===== src/rtl/dmem_access_unit.sv =====
// dmem_access_unit: single-outstanding load/store initiator between the
// execute stage and a word-organised data memory. Checks each request for
// alignment and range, runs one memory access cycle for legal requests,
// extends load data and keeps saturating load/store/error statistics.
module dmem_access_unit #(
  parameter int DEPTH = 2048,
  parameter int CNT_W = 16
) (
  input  logic             clock,
  input  logic             reset,
  input  logic             req_valid,
  output logic             req_ready,
  input  logic [2:0]       req_op,
  input  logic [31:0]      req_addr,
  input  logic [31:0]      req_wdata,
  output logic             resp_valid,
  input  logic             resp_ready,
  output logic [31:0]      resp_rdata,
  output logic             resp_error,
  output logic             mem_enable,
  output logic             mem_write_enable,
  output logic [31:0]      mem_address,
  output logic [1:0]       mem_data_type,
  output logic [31:0]      mem_input_data,
  input  logic [31:0]      mem_output_data,
  output logic [CNT_W-1:0] load_count,
  output logic [CNT_W-1:0] store_count,
  output logic [CNT_W-1:0] error_count
);

  typedef enum logic [1:0] {
    IDLE   = 2'd0,
    ACCESS = 2'd1,
    RESP   = 2'd2
  } state_t;

  typedef enum logic [2:0] {
    OP_LW  = 3'b000,
    OP_LH  = 3'b001,
    OP_LHU = 3'b010,
    OP_LB  = 3'b011,
    OP_LBU = 3'b100,
    OP_SW  = 3'b101,
    OP_SH  = 3'b110,
    OP_SB  = 3'b111
  } op_t;

  localparam logic [1:0] DT_WORD = 2'b00;
  localparam logic [1:0] DT_HALF = 2'b01;
  localparam logic [1:0] DT_BYTE = 2'b10;

  // First byte address past the end of memory; one extra bit so that
  // DEPTH*4 == 2^32 would still compare correctly.
  localparam logic [32:0] ADDR_LIMIT = 33'(DEPTH) * 33'd4;

  function automatic logic is_store(input op_t op);
    return (op == OP_SW) || (op == OP_SH) || (op == OP_SB);
  endfunction

  function automatic logic [1:0] data_type(input op_t op);
    case (op)
      OP_LW, OP_SW:          return DT_WORD;
      OP_LH, OP_LHU, OP_SH:  return DT_HALF;
      default:               return DT_BYTE;
    endcase
  endfunction

  function automatic logic [31:0] extend_load(input op_t op, input logic [31:0] d);
    case (op)
      OP_LB:   return {{24{d[7]}}, d[7:0]};
      OP_LBU:  return {24'h0, d[7:0]};
      OP_LH:   return {{16{d[15]}}, d[15:0]};
      OP_LHU:  return {16'h0, d[15:0]};
      default: return d;
    endcase
  endfunction

  function automatic logic [CNT_W-1:0] sat_inc(input logic [CNT_W-1:0] c);
    return (&c) ? c : c + CNT_W'(1);
  endfunction

  state_t            state_q, state_d;
  op_t               op_q;
  logic [29:0]       word_addr_q;   // byte offset is only needed for the check
  logic [31:0]       wdata_q;
  logic [31:0]       rdata_q;
  logic              error_q;
  logic              req_misaligned;
  logic              req_out_of_range;
  op_t               req_op_t;

  assign req_op_t = op_t'(req_op);

  // Alignment and range check of the incoming request.
  always_comb begin
    // NOTE: every combinational output gets a default first so no path
    // through the case leaves it unassigned and infers a latch.
    req_misaligned = 1'b0;
    case (req_op_t)
      OP_LW, OP_SW:         req_misaligned = |req_addr[1:0];
      OP_LH, OP_LHU, OP_SH: req_misaligned = req_addr[0];
      default:              req_misaligned = 1'b0;
    endcase
    req_out_of_range = ({1'b0, req_addr} >= ADDR_LIMIT);
  end

  // State register.
  always_ff @(posedge clock or posedge reset) begin
    // NOTE: sequential state uses non-blocking assignments so every flop
    // samples pre-edge values regardless of block evaluation order.
    if (reset) state_q <= IDLE;
    else       state_q <= state_d;
  end

  // Next-state logic: errors skip the memory cycle and go straight to RESP.
  always_comb begin
    state_d = state_q;
    case (state_q)
      IDLE: begin
        if (req_valid)
          state_d = (req_misaligned || req_out_of_range) ? RESP : ACCESS;
      end
      ACCESS:  state_d = RESP;
      RESP:    if (resp_ready) state_d = IDLE;
      default: state_d = IDLE;
    endcase
  end

  // Request capture, load data capture and statistics.
  always_ff @(posedge clock or posedge reset) begin
    if (reset) begin
      op_q        <= OP_LW;
      word_addr_q <= '0;
      wdata_q     <= '0;
      rdata_q     <= '0;
      error_q     <= 1'b0;
      load_count  <= '0;
      store_count <= '0;
      error_count <= '0;
    end else begin
      case (state_q)
        IDLE: begin
          if (req_valid) begin
            op_q        <= req_op_t;
            word_addr_q <= req_addr[31:2];
            wdata_q     <= req_wdata;
            rdata_q     <= '0;
            error_q     <= req_misaligned || req_out_of_range;
          end
        end
        ACCESS: begin
          if (!is_store(op_q))
            rdata_q <= extend_load(op_q, mem_output_data);
        end
        RESP: begin
          if (resp_ready) begin
            if (error_q)             error_count <= sat_inc(error_count);
            else if (is_store(op_q)) store_count <= sat_inc(store_count);
            else                     load_count  <= sat_inc(load_count);
          end
        end
        default: ;
      endcase
    end
  end

  // Handshake and memory pins, decoded from registered state only so the
  // memory sees stable values across the whole ACCESS cycle.
  always_comb begin
    req_ready        = (state_q == IDLE);
    resp_valid       = (state_q == RESP);
    resp_rdata       = (state_q == RESP) ? rdata_q : 32'h0;
    resp_error       = (state_q == RESP) && error_q;
    mem_enable       = 1'b0;
    mem_write_enable = 1'b0;
    mem_address      = 32'h0;
    mem_data_type    = DT_WORD;
    mem_input_data   = 32'h0;
    if (state_q == ACCESS) begin
      mem_enable       = 1'b1;
      mem_write_enable = is_store(op_q);
      mem_address      = {2'b00, word_addr_q};
      mem_data_type    = data_type(op_q);
      case (op_q)
        OP_SW:   mem_input_data = wdata_q;
        OP_SH:   mem_input_data = {16'h0, wdata_q[15:0]};
        OP_SB:   mem_input_data = {24'h0, wdata_q[7:0]};
        default: mem_input_data = 32'h0;
      endcase
    end
  end

endmodule


===== config.mk =====
export PLATFORM = sky130hd
export DESIGN_NAME = dmem_access_unit
export DESIGN_NICKNAME = d
export VERILOG_FILES = /design/src/rtl/dmem_access_unit.sv
export SDC_FILE = /design/constraint.sdc
export NUM_CORES = 1
export LEC_CHECK = 0
export ABC_AREA = 0
export BUFFER_PORTS_ARGS = -buffer_cell sky130_fd_sc_hd__buf_4
export CORE_UTILIZATION = 45
export CTS_CLUSTER_SIZE = 40
export DETAILED_ROUTE_END_ITERATION = 7
export PLACE_DENSITY = 0.72
export SLEW_MARGIN = 0
export SYNTH_ARGS = -nofsm -noshare
export SYNTH_HDL_FRONTEND = slang
export SYNTH_SLANG_ARGS = --single-unit

===== constraint.sdc =====
create_clock -name clock -period 11.3 [get_ports clock]
set_input_delay 2.26 -clock clock [delete_from_list [all_inputs] [get_ports clock]]
set_output_delay 2.26 -clock clock [all_outputs]
set_load 0.03 [all_outputs]

==> results.cfg, run 1 <==
[status]
status = finished clean

[min_path]
whs_path_depth = 2
hold_path_class = flip-flop to flip-flop

[route]
wl_um = 19500
wire_per_inst_um = 15.57
drc = 0
first_pass_iters = 4
ant_nets = 0
viasPerCell = 5.034
drt_iter0_drc = 390
vias = 6308

[clock_tree]
clk_pin_slew_worst_paths_ns = 0.06
cts_tree = yes
ctsHoldBuffers = 0
cts_setup_buffers = 0
cts_resized = 0
htreeDepth = 4
clock_sinks = 148
clockBufferDepth = 2
clk_latency_ns = 0.42
cts-buffers-inserted = 17
clock-root-buffer = clkbuf_16

[logic_synthesis]
synth_top_family_by_area = simple AND/OR/NAND/NOR gates
yosys-top-cells-area = dfrtp_1 (52%), nand2_1 (13%), and2_1 (7.8%), xor2_1 (2.9%), nand3_1 (2.2%)
synth_largest_area_cell = dfrtp_1
syn-cell-area_mm2 = 0.007149
muxShareOfSynthArea = 0.01365
synthArstFlopShare = 1.000
yosysMostFrequentCell = nand2_1
syn_inst = 791
synth_top_area_frac = 0.5180
ys_types = 48
ys_seq_elements = 148
synth-xor-area-share = 0.04655
synthSimpleGateAreaFrac = 0.3341
synth_commonest_cells = nand2_1 (247), dfrtp_1 (148), and2_1 (89), nand3_1 (32), clkbuf_1 (30)
synth_edf_count = 0
synthAdderAreaFrac = 0.005250
synth_compound_area_frac = 0.05320
synth_flop_cell = dfrtp_1
ys_seq_area_frac = 0.5180
avgSynthCellArea_um2 = 9.038
synth_warnings = 0

[sta]
finalSetupViolCount = 0
max_freq_ghz = 0.1947
finClkSkew_ns = 0.004936
relSlewSlack = 0.2921
maxSlewViolCount = 0
fin_crit_sh = 0.4545
worstMarginPinSlew_ns = 1.058
final.setup.tns_ns = 0
rsz0062_at_grt = false
finalWorstPathRequiredPeriod_ns = 5.136
finalHoldViolations = 0

[cells_and_area]
final_cells = 1253
nFillCells = 1361
final_core_util = 0.6379
fin_nets = 1135
area.sequential_mm2 = 0.003704
n_antenna_cell = 0
fin_area_mm2 = 0.009806
syn_to_final_growth_pct = 37.15
drive_above_1_share = 0.2965
multiInputGateArea_mm2 = 0.003254

[placed_design]
placed_area_mm2 = 0.009190
dpl.hpwl_um = 13710
globalplace.congestion = 0.7995
numPortBuffers = 251
dpl.cell_count = 1221

[power]
clockPowerShare = 0.407
swShare = 0.2797
power_density_mw_per_mm2 = 147.5
fin_total_pwr_mw = 1.446
irDropWorstVdd_uv = 108.3
p_int_mw = 1.042
p_leak_nw = 5.205
pwr-share-comb = 0.153
p_sw_mw = 0.4046
pwr-share-seq = 0.440

[die]
row_count = 45
die_y_um = 128.0
dieArea_mm2 = 0.01640
io_pins = 254
fp.dieW_um = 128.0
initial_core_util = 0.4651
core_mm2 = 0.01537

[setup_path]
critical_path_class = flip-flop to output pin
slowest_stage = inv_1
reg2reg_depth = 4
crit_cells = 5
crit_path_max_incr_delay_ns = 0.70
crit_path_start_kind = flip-flop
path_delay_family = simple AND/OR/NAND/NOR gates
worstPathMaxFanout = 35
worstSetupEndpointType = output pin
crit_required_ns = 9.04
crit_arrival_ns = 2.88
critPathBufInv = 2
crit_chain = nand2b_1 -> inv_1 -> and4b_1 -> and2_1 -> buf_4

[global_route]
grt_max_degree = 96
grtUsageTotal = 0.2450
antenna_found_initial = 0
grt_pass1_wl_um = 31130
grt_pass1_vias = 6009
grt_remaining_overflow = 0

[run]
maxCapViolCount = 0
[routing by layer]
| metal | vias up | part of all wire | global-route usage |
|---|---|---|---|
| met2 | 200 | 0.47 | 0.3939 |
| met3 | 25 | 0.070 | 0.06928 |
| met4 | 0 | 0.018 | 0.08512 |
| met1 | 2978 | 0.44 | 0.3176 |
| met5 | - | 0 | 0 |
| li1 | 3105 | - | - |
[final timing paths]
path	start	end	slack [ns]
min in group asynchronous	reset	wdata_q[25]	2.00
worst min-delay path	wdata_q[17]	wdata_q[17]	0.46
worst max-delay path	state_q[1]	mem_input_data[19]	6.16
worst max register to register	op_q[1]	rdata_q[17]	8.97
worst min register to register	wdata_q[17]	wdata_q[17]	0.46
max in group asynchronous	reset	word_addr_q[20]	8.10
[state kept, by name, indices dropped and copies added (netlist names)]
register,cells
wdata_q,32
error_count,16
state_q,2
load_count,16
rdata_q,32
op_q,3
word_addr_q,30
store_count,16
error_q,1
[cell families (layout without fill, tap and decap cells)]
| family | after synthesis | count (layout) |
|---|---|---|
| buf+inv | 47 | 297 |
| xor+xnor | 38 | 38 |
| fa+ha+maj | 3 | 3 |
| mux | 9 | 9 |
| other cells | 1 | 2 |
| flops | 148 | 148 |
| simple gates | 486 | 486 |
| compound gates | 59 | 59 |
[power by group through the flow]
stage,sequential [mW],clock (mW),combinational [mW]
after global placement,0.644,0,0.219
final,0.636,0.589,0.221
after global routing,0.645,0.625,0.247
after floorplan,0.648,0,0.129
after CTS,0.636,0.602,0.224
after detailed placement,0.643,0,0.224
[cells in the final DEF, fill, tap and decap left out, types with 14 or more instances in the layout]
cell,count
a21oi_1,16
and2_1,89
and3_1,15
buf_4,258
clkbuf_16,17
dfrtp_1,148
nand2_1,246
nand3_1,32
nand4_1,18
nor2_1,28
nor3_1,14
o31ai_1,16
xnor2_1,14
xor2_1,24
[worst register-to-register path: cells and delay by family, from the launching register on]
kind               cells  cell delay [ns]
AOI/OAI and AO/OA      2             0.65
and+or+nand+nor        2             1.04
DFF                    1             0.54
[per-stage QoR]
stage	worst slack [ns]	hold slack, ns
after floorplan	5.060	0.4374
after global placement	6.701	0.4485
after detailed placement	6.602	0.4538
after CTS	6.113	0.4690
after global routing	5.909	0.4804
final	6.164	0.4626
[final cells by class]
cell class | instances | area share
Clock buffer | 18 | 0.04377
Timing Repair Buffer | 258 | 0.1975
Sequential cell | 148 | 0.3777
Inverter | 7 | 0.003190
Clock inverter | 14 | 0.01901
Tap cell | 211 | 0.02692
Multi-Input combinational cell | 597 | 0.3319
Power figures use the tool's default switching activity.
==> run 2, diff against run 1 <==
PLACE_DENSITY = 0.75   (was 0.72)
clock period = 4.7 ns   (was 11.3 ns; I/O delays follow)
==> run 2 against run 1 <==
  * Clock power is 130% higher
  * First-iteration DRC count grew 4.4%
  * Sequential power increased by 140%
  * Critical path depth fell by 2
  * Routed wire length grew 1.8%
  * Largest power group unchanged
  * Power grew 140%
  * Die area unchanged
  * Via count increased by 1.9%
  * Largest cell class unchanged
  * Highest routed layer unchanged
  * Register-to-register slack worse by 6.6 ns
==> results.cfg, run 2 (synthesis gave the netlist of run 1 again) <==
[clock_tree]
clock-root-buffer = clkbuf_16
clockBufferDepth = 2
htreeDepth = 4
clk_latency_ns = 0.42
clock_sinks = 148
clk_pin_slew_worst_paths_ns = 0.05
cts_resized = 0
cts-buffers-inserted = 17
ctsHoldBuffers = 0
cts_tree = yes
cts_setup_buffers = 0

[setup_path]
reg2reg_depth = 4
worstSetupEndpointType = output pin
rrSetupSlack_ns = 2.39
worstPathMaxFanout = 36
rr_startpoint = op_q[1]
r2r-end = rdata_q[28]
critical_path_class = flip-flop to output pin
crit_required_ns = 3.76
crit_path_start_kind = flip-flop
crit_arrival_ns = 2.25

[power]
fin_total_pwr_mw = 3.427
irDropWorstVdd_uv = 240.1
p_leak_nw = 5.208
power_density_mw_per_mm2 = 349.4

[run]
maxCapViolCount = 0

[cells_and_area]
mostFrequentLayoutCells = buf_4 (259), nand2_1 (246), dfrtp_1 (148)
syn_to_final_growth_pct = 37.19
top_regs = rdata_q: 32 flops, wdata_q: 32 flops, word_addr_q: 30 flops
layout_commonest_cell = buf_4
drive_above_1_share = 0.2963
n_antenna_cell = 0
nFillCells = 1361
final_cells = 1254
fin_nets = 1137

[route]
drc = 0
top_layer_used = met4
drt_iter0_drc = 407
vias = 6428
drt-met1-wl_um = 8521
wl_met2_um = 9519
viasPerCell = 5.126
first_pass_iters = 5
wl_um = 19860
wl_met3_um = 1452
ant_nets = 0
wire_per_inst_um = 15.84

[sta]
finalSetupViolCount = 0
finalWorstPathRequiredPeriod_ns = 3.187
finalHoldViolations = 0
holdWs_ns = 0.4617
worstMarginPinSlew_ns = 1.138
max_freq_ghz = 0.3138
final.setup.tns_ns = 0
finClkSkew_ns = 0.01051
rsz0062_at_grt = false
setup_slack_ns = 1.513
fin_crit_sh = 0.6781
maxSlewViolCount = 0
relSlewSlack = 0.2376

[die]
initial_core_util = 0.4651
die_y_um = 128.0
row_count = 45
fp.dieW_um = 128.0
core_mm2 = 0.01537
io_pins = 254
dieArea_mm2 = 0.01640

[placed_design]
globalplace.congestion = 0.8265
dp_slack_ns = 1.934
dpl.hpwl_um = 14130
numPortBuffers = 251
dpl.cell_count = 1223

[global_route]
grtUsageTotal = 0.2549
grt_max_degree = 70
grt_remaining_overflow = 0
antenna_found_initial = 0
grt_pass1_vias = 6266
grt_pass1_wl_um = 32380

[min_path]
hold_path_class = flip-flop to flip-flop
hold_start = word_addr_q[9]
min_to = word_addr_q[9]
whs_path_depth = 2

[status]
status = finished clean
-- run 2: cell count changes in the layout (fill, tap and decap cells not counted), sizes merged --
cell    change
clkbuf      +3
buf         +2
clkinv      -2
inv         -1
bufinv      -1
-- run 2: per-layer routing --
| layer | up-vias | GRT usage |
|---|---|---|
| met3 | 25 | 0.06886 |
| met5 | - | 0 |
| met2 | 246 | 0.4060 |
| li1 | 3111 | - |
| met1 | 3046 | 0.3330 |
| met4 | 0 | 0.09619 |
-- run 2: worst max-delay path: stages (launching register included) --
cell	delay [ns]
dfrtp_1	0.45
nor2b_2	0.95
and2_1	0.27
buf_4	0.17
-- run 2: layout make-up --
class | instances | area [um2] | area share
well taps | 211 | 264.0 | 0.02692
repair buffers | 260 | 1964 | 0.2003
clock inverters | 10 | 131.4 | 0.01339
multi-input cells | 597 | 3254 | 0.3318
flip-flops and latches | 148 | 3704 | 0.3776
inverters | 7 | 30.03 | 0.003062
clock buffers | 21 | 460.4 | 0.04694
-- run 2: worst max path at each step --
stage / startpoint / to / slack (ns) / cells after the start
finish: state_q[1] / resp_rdata[29] / 1.51 / 3
floorplan: reset / error_count[0] / 1.90 / 1
global route: state_q[1] / resp_rdata[29] / 1.34 / 3
CTS: state_q[1] / resp_rdata[29] / 1.47 / 3
global placement: state_q[1] / resp_rdata[29] / 2.05 / 3
detailed placement: state_q[1] / resp_rdata[29] / 1.93 / 3
-- run 2: per-stage QoR --
step                      area [um2]  utilization
after global placement          9216       0.5996
after CTS                       9808       0.6381
final                           9808       0.6381
after floorplan                 7157            -
after global routing            9808       0.6381
after detailed placement        9216       0.5996
-- run 2: report_power, final --
part	internal, mW	switching, mW
combinational	0.205	0.327
clock	0.856	0.511
sequential	1.42	0.112
==> run 3, diff against run 2 <==
ABC_AREA = 1   (was 0)
PLACE_DENSITY = 0.71   (was 0.75)
clock period = 3.1 ns   (was 4.7 ns; I/O delays follow)
==> run 3 against run 2 <==
  * Register-to-register slack lost 1.4 ns
  * Hold slack lost 0.12 ns
  * Critical path type unchanged
  * Critical path depth grew 4
  * Clock-buffer cell count shrank 3
  * Clock skew shrank 0.0017 ns
  * Via count grew 18%
  * Non-clock buffer count shrank 4
  * Cell area grew 7.0%
  * Routed wire length grew 7.9%
  * Highest routed layer unchanged
  * Sequential power grew 55%
  * Final cell count grew 28%
==> results.cfg, run 3 <==
[min_path]
hold_path_class = input port to asynchronous set/reset pin

[route]
vias = 7603
drt_iter0_drc = 413
ant_nets = 0
drc = 0
first_pass_iters = 5
viasPerCell = 4.749
wire_per_inst_um = 13.38
wl_um = 21430

[logic_synthesis]
synthArstFlopShare = 1.000
ys_types = 30
syn-cell-area_mm2 = 0.007901
synth_top_area_frac = 0.4687
synth_commonest_cells = nand2_1 (448), nor2_1 (155), dfrtp_1 (148), inv_1 (137), o21ai_0 (64)
avgSynthCellArea_um2 = 7.017
yosysMostFrequentCell = nand2_1
yosys-top-cells-area = dfrtp_1 (47%), nand2_1 (21%), nor2_1 (7.4%), inv_1 (6.5%), o21ai_0 (4.1%)
ys_seq_elements = 148
synth_edf_count = 0
ys_seq_area_frac = 0.4687
synth_flop_cell = dfrtp_1
synth_warnings = 0
syn_inst = 1126
synth_largest_area_cell = dfrtp_1

[sta]
maxSlewViolCount = 0
worstMarginPinSlew_ns = 0.9067
finalHoldViolations = 0
final.setup.tns_ns = 0
finalWorstPathRequiredPeriod_ns = 2.753
relSlewSlack = 0.3956
fin_crit_sh = 0.8882
rsz0062_at_grt = false
finClkSkew_ns = 0.008765
finalSetupViolCount = 0
setup_slack_ns = 0.3467
max_freq_ghz = 0.3632

[clock_tree]
clock-root-buffer = clkbuf_16
cts-buffers-inserted = 17
htreeDepth = 4
clockBufferDepth = 2
cts_tree = yes
clk_pin_slew_worst_paths_ns = 0.06
cts_setup_buffers = 0
clock_sinks = 148
ctsHoldBuffers = 0
cts_resized = 0
clk_latency_ns = 0.42

[global_route]
grt_remaining_overflow = 0
grt_max_degree = 149
antenna_found_initial = 0
grt_pass1_wl_um = 34160
grtUsageTotal = 0.2406
grt_pass1_vias = 6953

[cells_and_area]
drive_above_1_share = 0.2362
final_cells = 1601
final_core_util = 0.6090
fin_nets = 1469
top_regs = rdata_q: 32 flops, wdata_q: 32 flops, word_addr_q: 30 flops
n_antenna_cell = 0
nFillCells = 1598
multiInputGateArea_mm2 = 0.003426
area.sequential_mm2 = 0.003704
syn_to_final_growth_pct = 32.86
layout_commonest_cell = nand2_1
mostFrequentLayoutCells = nand2_1 (448), buf_4 (255), nor2_1 (155)

[status]
status = finished clean

[setup_path]
rrSetupSlack_ns = 1.01
crit_arrival_ns = 2.13
r2r-end = load_count[10]
rr_startpoint = state_q[0]
crit_required_ns = 2.48
worstPathMaxFanout = 16
worstSetupEndpointType = output pin
critical_path_class = flip-flop to output pin
crit_path_start_kind = flip-flop
reg2reg_depth = 9

[die]
dieArea_mm2 = 0.01809
core_mm2 = 0.01724
row_count = 48
io_pins = 254
die_y_um = 134.5
initial_core_util = 0.4584
fp.dieW_um = 134.5

[power]
irDropWorstVdd_uv = 411.7
p_leak_nw = 5.524
power_density_mw_per_mm2 = 528.3

[placed_design]
dpl.cell_count = 1569
dp_slack_ns = 0.7920
numPortBuffers = 251
globalplace.congestion = 0.8606
dpl.hpwl_um = 15190

[run]
maxCapViolCount = 0
-- run 3: changes by cell type after synthesis, sizes merged, moves of 18 or more --
| cell | delta |
|---|---|
| nand2 | +209 |
| inv | +140 |
| nor2 | +137 |
| and2 | -89 |
| o21ai | +64 |
| clkbuf | -18 |
-- run 3: power by group --
part	internal (mW)	switching, mW
combinational	0.394	0.716
sequential	2.17	0.201
clock	1.21	0.850
-- run 3: how the worst max path moves through the flow --
| stage | startpoint | end | slack, ns | cells after the start |
|---|---|---|---|---|
| 6_report | op_q[0] | mem_input_data[9] | 0.35 | 7 |
| 5_1_grt | op_q[0] | mem_input_data[9] | 0.21 | 7 |
| 4_1_cts | op_q[0] | mem_input_data[9] | 0.32 | 7 |
| 3_5_place_dp | op_q[0] | mem_input_data[9] | 0.79 | 7 |
| 3_3_place_gp | op_q[0] | mem_input_data[14] | 0.86 | 7 |
| 2_1_floorplan | op_q[2] | mem_input_data[10] | 0.51 | 7 |
-- run 3: kinds of logic (layout without fill, tap and decap cells) --
group / count (synthesis) / in the layout / share of synthesized area
AOI/OAI and AO/OA: 79 / 79 / 0.05226
adders and majority gates: 3 / 3 / 0.004751
buffers and inverters: 187 / 436 / 0.09818
DFF: 148 / 148 / 0.4687
other: 1 / 2 / 0.0004746
and+or+nand+nor: 685 / 685 / 0.3501
xor gates and xnor gates: 23 / 23 / 0.02549
-- run 3: cell type report --
cell class / instances / share of cell area
sequential: 148 / 0.3528
timing repair buffer: 256 / 0.1843
clock buffer: 18 / 0.04184
clock inverter: 14 / 0.01442
inverter: 148 / 0.05352
multi-input combinational: 792 / 0.3263
tap: 225 / 0.02682
-- run 3: per-stage QoR --
stage | hold WS (ns) | instance area, um2 | power [mW]
5_1_grt | 0.3765 | 10500 | 5.826
3_3_place_gp | 0.4619 | 9907 | 3.501
2_1_floorplan | 0.4489 | 7909 | 3.133
3_5_place_dp | 0.4651 | 9907 | 3.521
6_report | 0.3455 | 10500 | 5.546
4_1_cts | 0.3689 | 10500 | 5.601
-- run 3: worst max-delay path, cell delays in order (launching register included) --
cell and delay, ns:
dfrtp_1 0.46, nor2_2 0.22, nor2_4 0.07, inv_2 0.07, nor2_1 0.05, inv_1 0.53
nor2_1 0.11, buf_4 0.20
-- run 3: per-layer routing --
metal	vias to the layer above	share of wire	wire length (um)	global-route usage
met5	-	0	0	0
met4	0	0.022	466	0.08989
met3	31	0.064	1366	0.06269
met2	226	0.48	10380	0.3921
met1	3486	0.43	9215	0.3080
li1	3860	-	-	-
